## src/rtl/spi_xfer_ctrl.sv

```systemverilog
`default_nettype none
// ============================================================================
// Module   : spi_xfer_ctrl
// Purpose  : Byte-transfer controller that sits between TX/RX FIFOs and an
//            SPI master. Optional watchdog enabled by SPI_XFER_TIMEOUT_EN.
// Revision : 1.0 - initial release
// ============================================================================
module spi_xfer_ctrl #(
  parameter int DEPTH   = 4,
  parameter int TIMEOUT = 63
) (
  input  logic       clk,
  input  logic       rst,
  input  logic [7:0] i_tx_data,
  input  logic       i_tx_valid,
  output logic       o_tx_ready,
  output logic [7:0] o_rx_data,
  output logic       o_rx_valid,
  input  logic       i_rx_ready,
  output logic       o_m_start,
  output logic [7:0] o_m_dout,
  input  logic [7:0] i_m_din,
  input  logic       i_m_cs,
  output logic       o_busy,
  output logic       o_err,
  input  logic       i_err_clr
);

  localparam int             c_aw      = $clog2(DEPTH);
  localparam logic [c_aw:0]  c_ptr_one = 1;

  typedef enum logic [2:0] {
    S_IDLE    = 3'd0,
    S_LAUNCH  = 3'd1,
    S_WAIT_LO = 3'd2,
    S_WAIT_HI = 3'd3,
    S_CAPT    = 3'd4
  } state_t;

  state_t        r_state;
  state_t        w_next;
  logic          r_m_start;
  logic [7:0]    r_m_dout;

  logic [7:0]    r_tx_mem [DEPTH];
  logic [c_aw:0] r_tx_wr, r_tx_rd;
  logic [7:0]    r_rx_mem [DEPTH];
  logic [c_aw:0] r_rx_wr, r_rx_rd;

  logic w_tx_empty, w_tx_full, w_tx_push, w_tx_pop;
  logic w_rx_empty, w_rx_full, w_rx_push, w_rx_pop;
  logic w_in_wait;

  // Extra MSB distinguishes full (MSBs differ) from empty (pointers equal).
  assign w_tx_empty = (r_tx_wr == r_tx_rd);
  assign w_tx_full  = (r_tx_wr[c_aw] != r_tx_rd[c_aw]) &&
                      (r_tx_wr[c_aw-1:0] == r_tx_rd[c_aw-1:0]);
  assign w_rx_empty = (r_rx_wr == r_rx_rd);
  assign w_rx_full  = (r_rx_wr[c_aw] != r_rx_rd[c_aw]) &&
                      (r_rx_wr[c_aw-1:0] == r_rx_rd[c_aw-1:0]);

  assign w_tx_push  = i_tx_valid && !w_tx_full;
  assign w_rx_pop   = i_rx_ready && !w_rx_empty;
  assign w_in_wait  = (r_state == S_WAIT_LO) || (r_state == S_WAIT_HI);

  assign o_tx_ready = !w_tx_full;
  assign o_rx_valid = !w_rx_empty;
  assign o_rx_data  = r_rx_mem[r_rx_rd[c_aw-1:0]];
  assign o_m_start  = r_m_start;
  assign o_m_dout   = r_m_dout;
  assign o_busy     = (r_state != S_IDLE) || !w_tx_empty;

`ifdef SPI_XFER_TIMEOUT_EN
  localparam int              c_tw      = (TIMEOUT < 1) ? 1 : $clog2(TIMEOUT + 1);
  localparam logic [c_tw-1:0] c_tmo_max = c_tw'(TIMEOUT);
  localparam logic [c_tw-1:0] c_tmo_one = 1;

  logic [c_tw-1:0] r_tmo_cnt;
  logic            r_err;
  logic            w_tmo_hit;

  // Counter restarts on every state change so each wait state gets a full budget.
  always_ff @(posedge clk) begin
    if (rst || (w_next != r_state) || !w_in_wait) r_tmo_cnt <= '0;
    else                                          r_tmo_cnt <= r_tmo_cnt + c_tmo_one;
  end

  always_ff @(posedge clk) begin
    if (rst)            r_err <= 1'b0;
    else if (w_tmo_hit) r_err <= 1'b1;
    else if (i_err_clr) r_err <= 1'b0;
  end

  assign o_err = r_err;
`else
  localparam int c_unused_timeout = TIMEOUT;
  logic w_unused_err_clr;
  assign w_unused_err_clr = i_err_clr;
  assign o_err = 1'b0;
`endif

  always_comb begin
    w_next    = r_state;
    w_tx_pop  = 1'b0;
    w_rx_push = 1'b0;
`ifdef SPI_XFER_TIMEOUT_EN
    w_tmo_hit = 1'b0;
`endif
    case (r_state)
      S_IDLE:    if (!w_tx_empty && !w_rx_full) w_next = S_LAUNCH;
      S_LAUNCH:  begin w_tx_pop = 1'b1; w_next = S_WAIT_LO; end
      S_WAIT_LO: if (!i_m_cs) w_next = S_WAIT_HI;
      S_WAIT_HI: if (i_m_cs)  w_next = S_CAPT;
      S_CAPT:    begin w_rx_push = 1'b1; w_next = S_IDLE; end
      default:   w_next = S_IDLE;
    endcase
`ifdef SPI_XFER_TIMEOUT_EN
    if (w_in_wait && (r_tmo_cnt == c_tmo_max)) begin
      w_next    = S_IDLE;
      w_tmo_hit = 1'b1;
    end
`endif
  end

  always_ff @(posedge clk) begin
    if (rst) begin
      r_state   <= S_IDLE;
      r_m_start <= 1'b0;
      r_m_dout  <= 8'h00;
    end else begin
      r_state   <= w_next;
      r_m_start <= (r_state == S_LAUNCH);
      if (r_state == S_LAUNCH) r_m_dout <= r_tx_mem[r_tx_rd[c_aw-1:0]];
    end
  end

  always_ff @(posedge clk) begin
    if (rst) begin
      r_tx_wr <= '0;
      r_tx_rd <= '0;
      r_rx_wr <= '0;
      r_rx_rd <= '0;
    end else begin
      if (w_tx_push) r_tx_wr <= r_tx_wr + c_ptr_one;
      if (w_tx_pop)  r_tx_rd <= r_tx_rd + c_ptr_one;
      if (w_rx_push) r_rx_wr <= r_rx_wr + c_ptr_one;
      if (w_rx_pop)  r_rx_rd <= r_rx_rd + c_ptr_one;
    end
  end

  always_ff @(posedge clk) begin
    if (w_tx_push) r_tx_mem[r_tx_wr[c_aw-1:0]] <= i_tx_data;
    if (w_rx_push) r_rx_mem[r_rx_wr[c_aw-1:0]] <= i_m_din;
  end

endmodule
`default_nettype wire

```

## config.mk

```make
export PLATFORM = sky130hd
export DESIGN_NAME = spi_xfer_ctrl
export DESIGN_NICKNAME = d
export VERILOG_FILES = /design/src/rtl/spi_xfer_ctrl.sv
export SDC_FILE = /design/constraint.sdc
export NUM_CORES = 1
export LEC_CHECK = 0
export BUFFER_PORTS_ARGS = -buffer_cell sky130_fd_sc_hd__buf_2
export CORE_ASPECT_RATIO = 1.4
export CORE_MARGIN = 2
export CORE_UTILIZATION = 55
export CTS_BUF_LIST = sky130_fd_sc_hd__clkbuf_8
export DETAILED_ROUTE_END_ITERATION = 7
export PLACE_DENSITY = 0.83
export SETUP_SLACK_MARGIN = 0.05
export SLEW_MARGIN = 5
export SYNTH_ARGS = -nofsm -noshare
export SYNTH_HDL_FRONTEND = slang
export SYNTH_SLANG_ARGS = --single-unit
```

## constraint.sdc

```tcl
create_clock -name clk -period 1.97 [get_ports clk]
set_clock_uncertainty 0.05 [all_clocks]
set_input_delay 0.197 -clock clk [delete_from_list [all_inputs] [get_ports clk]]
set_output_delay 0.197 -clock clk [all_outputs]
set_load 0.005 [all_outputs]
```

# [Word level (Yosys, flattened, before mapping)]
# Memory sizes are Yosys's and may differ from the RTL's. A register that Yosys moved wholly into a read port is not among the register bits.
# Index checks and enable logic that the tools add are counted.
# Widths: inputs -> output; s select.
[op_classes] n_bitwise=0 n_mux=12 n_eq_ne=13 div_mod_pow=0 shift=0 reduce_logical=13 order_cmp=0 n_mul=0 add_sub_neg=4
[ops] cell="$add 3x1->3 const B" count=4
[ops] cell="$pmux 3 s4" count=1
[ops] cell="$mux 3" count=3
[ops] cell="$eq 3x2->1 const B" count=2
[ops] cell="$eq 3x3->1" count=2
[ops] cell="$mux 1" count=6
[ops] cell="$ne 2x2->1 const B" count=3
[ops] cell="$logic_and 1x1->1" count=5
[ops] cell="$eq 2x2->1" count=2
[ops] cell="$logic_not 1->1" count=4
[ops] cell="$mux 2" count=2
[ops] cell="$eq 3x1->1 const B" count=1
[ops] cell="$eq 3x3->1 const B" count=1
[ops] cell="$logic_not 3->1" count=1
[ops] cell="$reduce_and 3->1" count=1
[ops] cell="$reduce_bool 3->1" count=1
[ops] cell="$ne 1x1->1" count=2
[ops] cell="$logic_or 1x1->1" count=1
[word_totals] out_inout_bits=21 word_cells=50 memories=2 romBits=0 latch_bits=0 mem_bits_rw=64 reg_bits=16
[mem_list] memory="r_rx_mem" words=4 word_bits=8 rd=1 rd_clocked_by_memory_dff=1 write_ports=1 line="47" source="logic [7:0] r_rx_mem [DEPTH];"
[mem_list] memory="r_tx_mem" words=4 word_bits=8 rd=1 rd_clocked_by_memory_dff=1 write_ports=1 line="45" source="logic [7:0] r_tx_mem [DEPTH];"

# [Longest topological paths before layout]
# Gate-level depths: netlist (run 1).
[depth] depth_word=6 ltp_mapped=5 depth_no_buf=5

# [Least setup slack after synthesis (run 1)]
# Ideal clock, no wire load.
[synth_timing] kind="register to register" from="reg r_tx_rd[0]" to="mem r_tx_mem[3][0] (enable)" arrival_time_ns=1.337 t_required_ns=1.588 stages_incl_launch_ff=5 setup_slack_ns=0.252 setup_ns=0.332 synth_period_minus_slack_ns=1.718 path_cell_list="dfxtp_1 buf_6 xor2_1 o31a_1 and2_1"
[synth_via] elab_chain_len=6
[synth_rtl] element="from (decl)" line="46" source="logic [c_aw:0] r_tx_wr, r_tx_rd;"
[synth_rtl] element="from (signal assigned)" line="145" source="if (w_tx_pop) r_tx_rd <= r_tx_rd + c_ptr_one;"
[synth_rtl] element="$eq 2x2->1" line="57" source="(r_tx_wr[c_aw-1:0] == r_tx_rd[c_aw-1:0]);"
[synth_rtl] element="$logic_and 1x1->1" line="56" source="assign w_tx_full = (r_tx_wr[c_aw] != r_tx_rd[c_aw]) &&"
[synth_rtl] element="$logic_not 1->1" line="62" source="assign w_tx_push = i_tx_valid && !w_tx_full;"
[synth_rtl] element="$logic_and 1x1->1" line="62"
[synth_rtl] element="$mux 1" line="152" source="if (w_tx_push) r_tx_mem[r_tx_wr[c_aw-1:0]] <= i_tx_data;"
[synth_rtl] element="$mux 1 (implied by the code)" line="152"
[synth_rtl] element="to (decl)" line="45"
# No other way between the ends.

# [Worst setup path after layout (run 1)]
[layout_timing] from="reg r_state[2]" to="out o_busy"
[layout_via] elab_chain_len=2
[layout_rtl] element="from (decl)" line="40" source="state_t r_state;"
[layout_rtl] element="from (signal assigned)" line="131" source="r_state <= w_next;"
[layout_rtl] element="$reduce_bool 3->1" line="71" source="assign o_busy = (r_state != S_IDLE) || !w_tx_empty;"
[layout_rtl] element="$logic_or 1x1->1" line="71"
[layout_rtl] element="to (decl)" line="24" source="output logic o_busy,"
# No other way between the ends.

==> results of run 1 <==
-- sequential cells by signal, summed over array words and instances (netlist names), named ones only --
name       cells
r_rx_mem      32
r_tx_rd        3
o_m_dout       8
r_rx_rd        3
r_state        3
r_rx_wr        3
r_tx_mem      32
r_tx_wr        3
o_m_start      1
-- metrics by stage --
stage	utilization	hold slack (ns)	cells	power, W	setup slack, ns
floorplan	-	0.246	250	0.00320	0.252
CTS	0.658	0.00440	388	0.00489	0.0900
detailed placement	0.612	0.365	363	0.00362	0.291
global route	0.658	0.00960	388	0.00510	0.0550
finish	0.658	0.0134	388	0.00484	0.141
global placement	0.612	0.356	363	0.00357	0.357
-- synthesized netlist by cell type, drive strengths merged (2+ instances only) --
cell type | number | area share
a211o | 2 | 0.0047
a21oi | 14 | 0.019
and2 | 8 | 0.013
and4bb | 2 | 0.0067
buf | 8 | 0.014
clkbuf | 2 | 0.0020
dfxtp | 26 | 0.14
edfxtp | 64 | 0.52
ha | 10 | 0.034
inv | 8 | 0.0081
mux2i | 2 | 0.0054
mux4 | 16 | 0.097
nand2 | 24 | 0.024
nand2b | 2 | 0.0034
nand3 | 4 | 0.0054
nor2 | 10 | 0.010
nor3b | 7 | 0.015
nor4 | 4 | 0.0067
o21ai | 5 | 0.0067
or3 | 2 | 0.0034
or4 | 2 | 0.0040
xnor2 | 7 | 0.016
xor2 | 6 | 0.014
-- power groups by stage --
stage          Sequential, W  Combinational [W]  Clock [W]
2_1_floorplan        0.00240           0.000801          0
4_1_cts              0.00241            0.00121    0.00127
5_1_grt              0.00244            0.00133    0.00133
3_5_place_dp         0.00245            0.00117          0
3_3_place_gp         0.00244            0.00113          0
6_report             0.00241            0.00119    0.00124
-- critical path: stages, from the launching register on --
cell and delay (ns):
dfxtp_1 0.37, or3_1 0.43, nor4_2 0.22, inv_1 0.07, buf_2 0.13
-- layout make-up --
cell class / instances / area (sq um)
sequential: 90 / 2440
timing repair buffer: 58 / 358
tap: 74 / 92.6
inverter: 8 / 30.0
clock buffer: 9 / 124
fill: 476 / 2250
clock inverter: 7 / 76.3
multi-input combinational: 142 / 1200
-- path summary, 6_finish.rpt --
path,endpoint,depth (start not counted)
worst max-delay path,o_busy,4
worst min-delay path,r_rx_mem[1][4],1
worst max register to register,r_tx_mem[3][4],3
worst min register to register,o_m_dout[6],2
-- layer usage --
metal	up-vias	wire (um)	global-route usage
li1	1049	-	-
met1	1078	2430	0.202
met2	42	3720	0.365
met3	13	197	0.0408
met4	0	119	0.0811
met5	-	0	0
-- cell families after synthesis --
kind of cell,Yosys count,share of synthesized area
adders and majority gates,10,0.0336
muxes,18,0.102
DFF,90,0.656
xor gates and xnor gates,13,0.0306
other,1,0.00101
and+or+nand+nor,75,0.113
AOI/OAI and AO/OA,25,0.0393
buffers and inverters,18,0.0245
-- repair_timing --
item	4_1_cts	5_1_grt
endpoints found under the hold margin	31	0
setup buffers	0	0
gates cloned	0	0
resized for setup	1	2
endpoints found under the setup margin	1	1
hold buffers	9	0
-- cells in the final DEF (no fill, tap or decap), types with 3 or more instances in the layout --
master and n:
edfxtp_1 64, buf_2 40, nand2_1 24, dfxtp_1 24, mux4_2 16, a21oi_1 14, nor2_1 10, ha_1 10
inv_1 9, clkbuf_8 9, dlygate4sd3_1 9, buf_4 9, and2_1 8, xnor2_1 7, xor2_1 6, nor3b_1 6
o21ai_0 5, nand3_1 4, nor4_1 3
==> impl_summary.txt, run 1 <==
----------------------------------------------------
[Placed design]
  Detailed Place HPWL ... 4380 um
  Post-Place Cell Area ... 4020 sq um
  Routability congestion estimate from global placement ... 0.835
  Count of input and output buffers ... 40

[GRT]
  Grt ovf ... 0
  Maximum number of pins on one net before global-route repair ... 34
  Tot GR Track Use ... 0.194
  Initial antenna violation count ... 0
  Global-route wire length before repair ... 10700 um
  Via count of the first global-routing pass ... 2311

[STA]
  Final Max Slew Viols ... 0
  Total negative slack for setup checks ... 0 ns
  Slew HR ... 0.627
  Post-layout minimum cycle time ... 1.83 ns
  Number of hold-slack violations in the final timing report ... 0
  Period utilization ... 0.928
  Highest attainable clock frequency ... 547 MHz
  Unrepaired setup endpoints after global routing ... no
  Pin slew with the least headroom to its limit ... 0.560 ns
  Final setup viols ... 0

[Cells and area]
  Share of layout cells above drive strength 1 ... 0.274
  Final Net Count ... 341
  Area added between synthesis and finish ... 16.1%
  Finished Cell Area ... 4320 sq um
  Antenna fix cells ... 0

[Clock tree]
  Master cell of the clock root buffer ... clkbuf_8
  Clock-pin slew of the registers on the worst-case setup and hold paths ... 0.09 ns
  Sinks on the clock net ... 90
  Number of buffers on the longest clock path ... 2
  Source-to-sink clock delay at the later pin of the worst-skew pair ... 0.35 ns
  H-Tree Depth ... 3
  Clock tree from TritonCTS ... built
  Inserted Clock Buffers ... 9

[Logic synthesis]
  Netlist area before placement ... 3720 sq um
  Count of warnings emitted by yosys ... 0
  Primary FF master, synth ... edfxtp_1
  Synth Instances ... 250
  Post-synthesis net count ... 282
  Sequential share of the synthesized area ... 0.656
  Flip-flop and latch count after synthesis ... 90
  Async set or reset register ratio after synthesis ... 0
  Number of flops mapped to enable cells by yosys ... 64
  Post-synthesis cell type count ... 42
  Post-Syn Area per Cell ... 14.9 sq um

[Floorplanning]
  Initial standard-cell utilization of the core ... 0.567
  Die extent in x ... 73.5 um
  Core area ... 6570 sq um
  Floorplan die area ... 7450 sq um
  Height of the chip ... 101 um
  Number of top-level design ports ... 43
  Row count ... 35

[Power and ir drop]
  LEAKAGE ... 1.57 nW
  Switching power of the nets ... 0.00139 W
  Power share of the combinational group ... 0.246
  Sequential Power Share ... 0.498
  Power per unit of standard cell area ... 1120 nW/um^2
  Maximum VDD drop ... 0.772 mV
  Power share of the clock group ... 0.256
  Sw frac ... 0.286
  Cell internal pwr ... 0.00345 W

[Critical path]
  Worst EP required ... 1.72 ns
  Startpoint of the worst-slack reg-to-reg timing path ... r_tx_wr[2]
  Critical path endpoint category ... output port
  Startpoint type of the worst setup path ... register
  R2R setup slack ... 0.35 ns
  Startpoint of the most critical setup path ... r_state[2]
  Largest fanout on the critical path ... 7
  Crit Path Category ... register to output port
  WP data arrival ... 1.58 ns

[Detailed routing]
  Pre-antenna DRT Iters ... 4
  Iteration-0 DRC count of the detailed router ... 119
  Antenna violation net count after detailed routing ... 0
  Average routed wire per standard cell ... 16.7 um
  Total number of vias ... 2182
  Final WL ... 6470 um
  DRC errors left ... 0
  Number of vias per cell ... 5.62

[Worst hold path]
  Critical hold path startpoint ... i_m_din[4]
  Classification of the worst-slack hold path ... input port to register

[Job]
  Max-capacitance violation count ... 0

[Run status]
  Outcome ... finished clean

----------------------------------------------------
No activity file was read; power rests on OpenSTA's default activity.
==> run 2, diff against run 1 <==
--- a/config.mk
+++ b/config.mk
@@ -7,7 +7,6 @@
 export LEC_CHECK = 0
 export BUFFER_PORTS_ARGS = -buffer_cell sky130_fd_sc_hd__buf_2
 export CORE_ASPECT_RATIO = 1.4
-export CORE_MARGIN = 2
 export CORE_UTILIZATION = 55
 export CTS_BUF_LIST = sky130_fd_sc_hd__clkbuf_8
 export DETAILED_ROUTE_END_ITERATION = 7
==> impl_summary.txt, run 2 (synthesized netlist as in run 1, its figures left out) <==
----------------------------------------------------
[Floorplanning]
  Die extent in x ... 71.5 um (was 73.5 um)
  Row count ... 35 (unchanged)
  Initial standard-cell utilization of the core ... 0.567 (unchanged)
  Core area ... 6570 sq um (unchanged)
  Floorplan die area ... 7110 sq um (was 7450 sq um)
  Number of top-level design ports ... 43 (unchanged)
  Height of the chip ... 99.4 um (was 101 um)

[Critical path]
  Largest fanout on the critical path ... 8 (was 7)
  Startpoint type of the worst setup path ... register (unchanged)
  WP data arrival ... 1.55 ns (was 1.58 ns)
  Critical path endpoint category ... output port (unchanged)
  Worst EP required ... 1.72 ns (about the same)
  Crit Path Category ... register to output port (unchanged)
  Cell count of the worst reg-to-reg path ... 3 (unchanged)

[Placed design]
  Worst setup slack after placement ... 0.309 ns (was 0.291 ns)
  Count of input and output buffers ... 40 (unchanged)
  Detailed Place HPWL ... 4210 um (was 4380 um)
  Routability congestion estimate from global placement ... 0.769 (was 0.835)

[Detailed routing]
  DRC errors left ... 2 (was 0)
  Iteration-0 DRC count of the detailed router ... 163 (was 119)
  Number of vias per cell ... 5.62 (about the same)
  Pre-antenna DRT Iters ... 7 (was 4)
  Antenna violation net count after detailed routing ... 0 (unchanged)
  Average routed wire per standard cell ... 15.7 um (was 16.7 um)
  Final WL ... 6220 um (was 6470 um)
  Total number of vias ... 2231 (was 2182)

[Clock tree]
  Inserted Clock Buffers ... 9 (unchanged)
  Clock-pin slew of the registers on the worst-case setup and hold paths ... 0.09 ns (about the same)
  Clock tree from TritonCTS ... built (unchanged)
  Sinks on the clock net ... 90 (unchanged)
  Master cell of the clock root buffer ... clkbuf_8 (unchanged)
  Post-CTS setup buffer count ... 0 (unchanged)
  Source-to-sink clock delay at the later pin of the worst-skew pair ... 0.36 ns (was 0.35 ns)
  H-Tree Depth ... 3 (unchanged)
  Number of buffers on the longest clock path ... 2 (unchanged)

[STA]
  Period utilization ... 0.914 (was 0.928)
  Total negative slack for setup checks ... 0 ns (unchanged)
  Slew HR ... 0.629 (was 0.627)
  Post-layout minimum cycle time ... 1.80 ns (was 1.83 ns)
  Final Max Slew Viols ... 0 (unchanged)
  Least setup slack across all paths after layout ... 0.168 ns (was 0.141 ns)
  Final setup viols ... 0 (unchanged)
  Highest attainable clock frequency ... 555 MHz (was 547 MHz)
  Pin slew with the least headroom to its limit ... 0.557 ns (was 0.560 ns)
  Unrepaired setup endpoints after global routing ... no (unchanged)
  Number of hold-slack violations in the final timing report ... 0 (unchanged)

[Cells and area]
  Final-layout fill cell count ... 455 (was 476)
  Most frequent standard cell in the layout excluding fill and tap cells ... edfxtp_1 (unchanged)
  Area added between synthesis and finish ... 18.5% (was 16.1%)
  Most frequent cells in the layout ... edfxtp_1, buf_2, nand2_1, dfxtp_1, mux4_2 (unchanged)
  Antenna fix cells ... 0 (unchanged)
  Share of layout cells above drive strength 1 ... 0.276 (was 0.274)
  Final Net Count ... 350 (was 341)

[GRT]
  Grt ovf ... 0 (unchanged)
  Initial antenna violation count ... 0 (unchanged)
  Tot GR Track Use ... 0.192 (was 0.194)
  Via count of the first global-routing pass ... 2204 (was 2311)
  Global-route wire length before repair ... 10000 um (was 10700 um)
  Maximum number of pins on one net before global-route repair ... 34 (unchanged)

[Power and ir drop]
  Power per unit of standard cell area ... 1110 nW/um^2 (was 1120 nW/um^2)
  Maximum VDD drop ... 1.03 mV (was 0.772 mV)
  LEAKAGE ... 1.61 nW (was 1.57 nW)

[Run status]
  Outcome ... finished with violations (was finished clean)
  Violated checks ... DRC

[Worst hold path]
  Classification of the worst-slack hold path ... input port to register (unchanged)
  Hold Path Cell Cnt ... 1 (unchanged)

[Job]
  Max-capacitance violation count ... 0 (unchanged)

----------------------------------------------------
==> run 2: final cells by class <==
| class | count | area (sq um) | share of cell area |
|---|---|---|---|
| clock buffer | 9 | 124 | 0.0281 |
| clock inverter | 7 | 75.1 | 0.0170 |
| inverter | 8 | 30.0 | 0.00681 |
| multi-input combinational | 142 | 1200 | 0.273 |
| sequential | 90 | 2440 | 0.554 |
| tap | 74 | 92.6 | 0.0210 |
| timing repair buffer | 67 | 440 | 0.0998 |
==> run 2: per-stage QoR <==
stage	power (W)	std cells	hold slack (ns)	instance area (sq um)	util
floorplan	0.00320	250	0.246	3720	-
global placement	0.00359	366	0.357	4050	0.616
detailed placement	0.00364	366	0.364	4050	0.616
CTS	0.00492	397	0.00197	4400	0.670
global route	0.00516	397	0.00656	4410	0.672
finish	0.00491	397	0.0176	4410	0.672
==> run 2: critical path, stage by stage (launching register included) <==
cell and delay, ns:
dfxtp_1 0.33, buf_4 0.20, mux4_2 0.52, buf_2 0.14
==> run 2: per-layer routing <==
layer / wire length [um] / share of wire / up-vias / global-route usage
met3: 223 / 0.036 / 14 / 0.0365
met5: 0 / 0 / - / 0
met1: 2460 / 0.39 / 1094 / 0.207
met4: 144 / 0.023 / 0 / 0.0965
met2: 3400 / 0.55 / 53 / 0.354
li1: - / - / 1070 / -
==> run 2: where the power goes <==
group          total (W)  internal (W)  switching, W
clock network    0.00126      0.000595      0.000663
registers        0.00241       0.00227      0.000144
logic            0.00124      0.000632      0.000609
==> run 2: path summary, 6_finish.rpt <==
path / start / slack (ns) / to
hold / removal: i_m_din[0] / 0.02 / r_rx_mem[0][0]
setup / recovery: register / 0.17 / o_rx_data[0]
setup reg to reg: r_tx_wr[2] / 0.35 / r_tx_mem[2][2]
hold reg to reg: o_m_dout[0] / 0.41 / o_m_dout[0]
==> run 2: repair_timing <==
item                                   CTS  global route
setup endpoints to repair                1             1
gates resized for setup                  1             3
endpoints found under the hold margin   60             0
hold buffers                            15             0
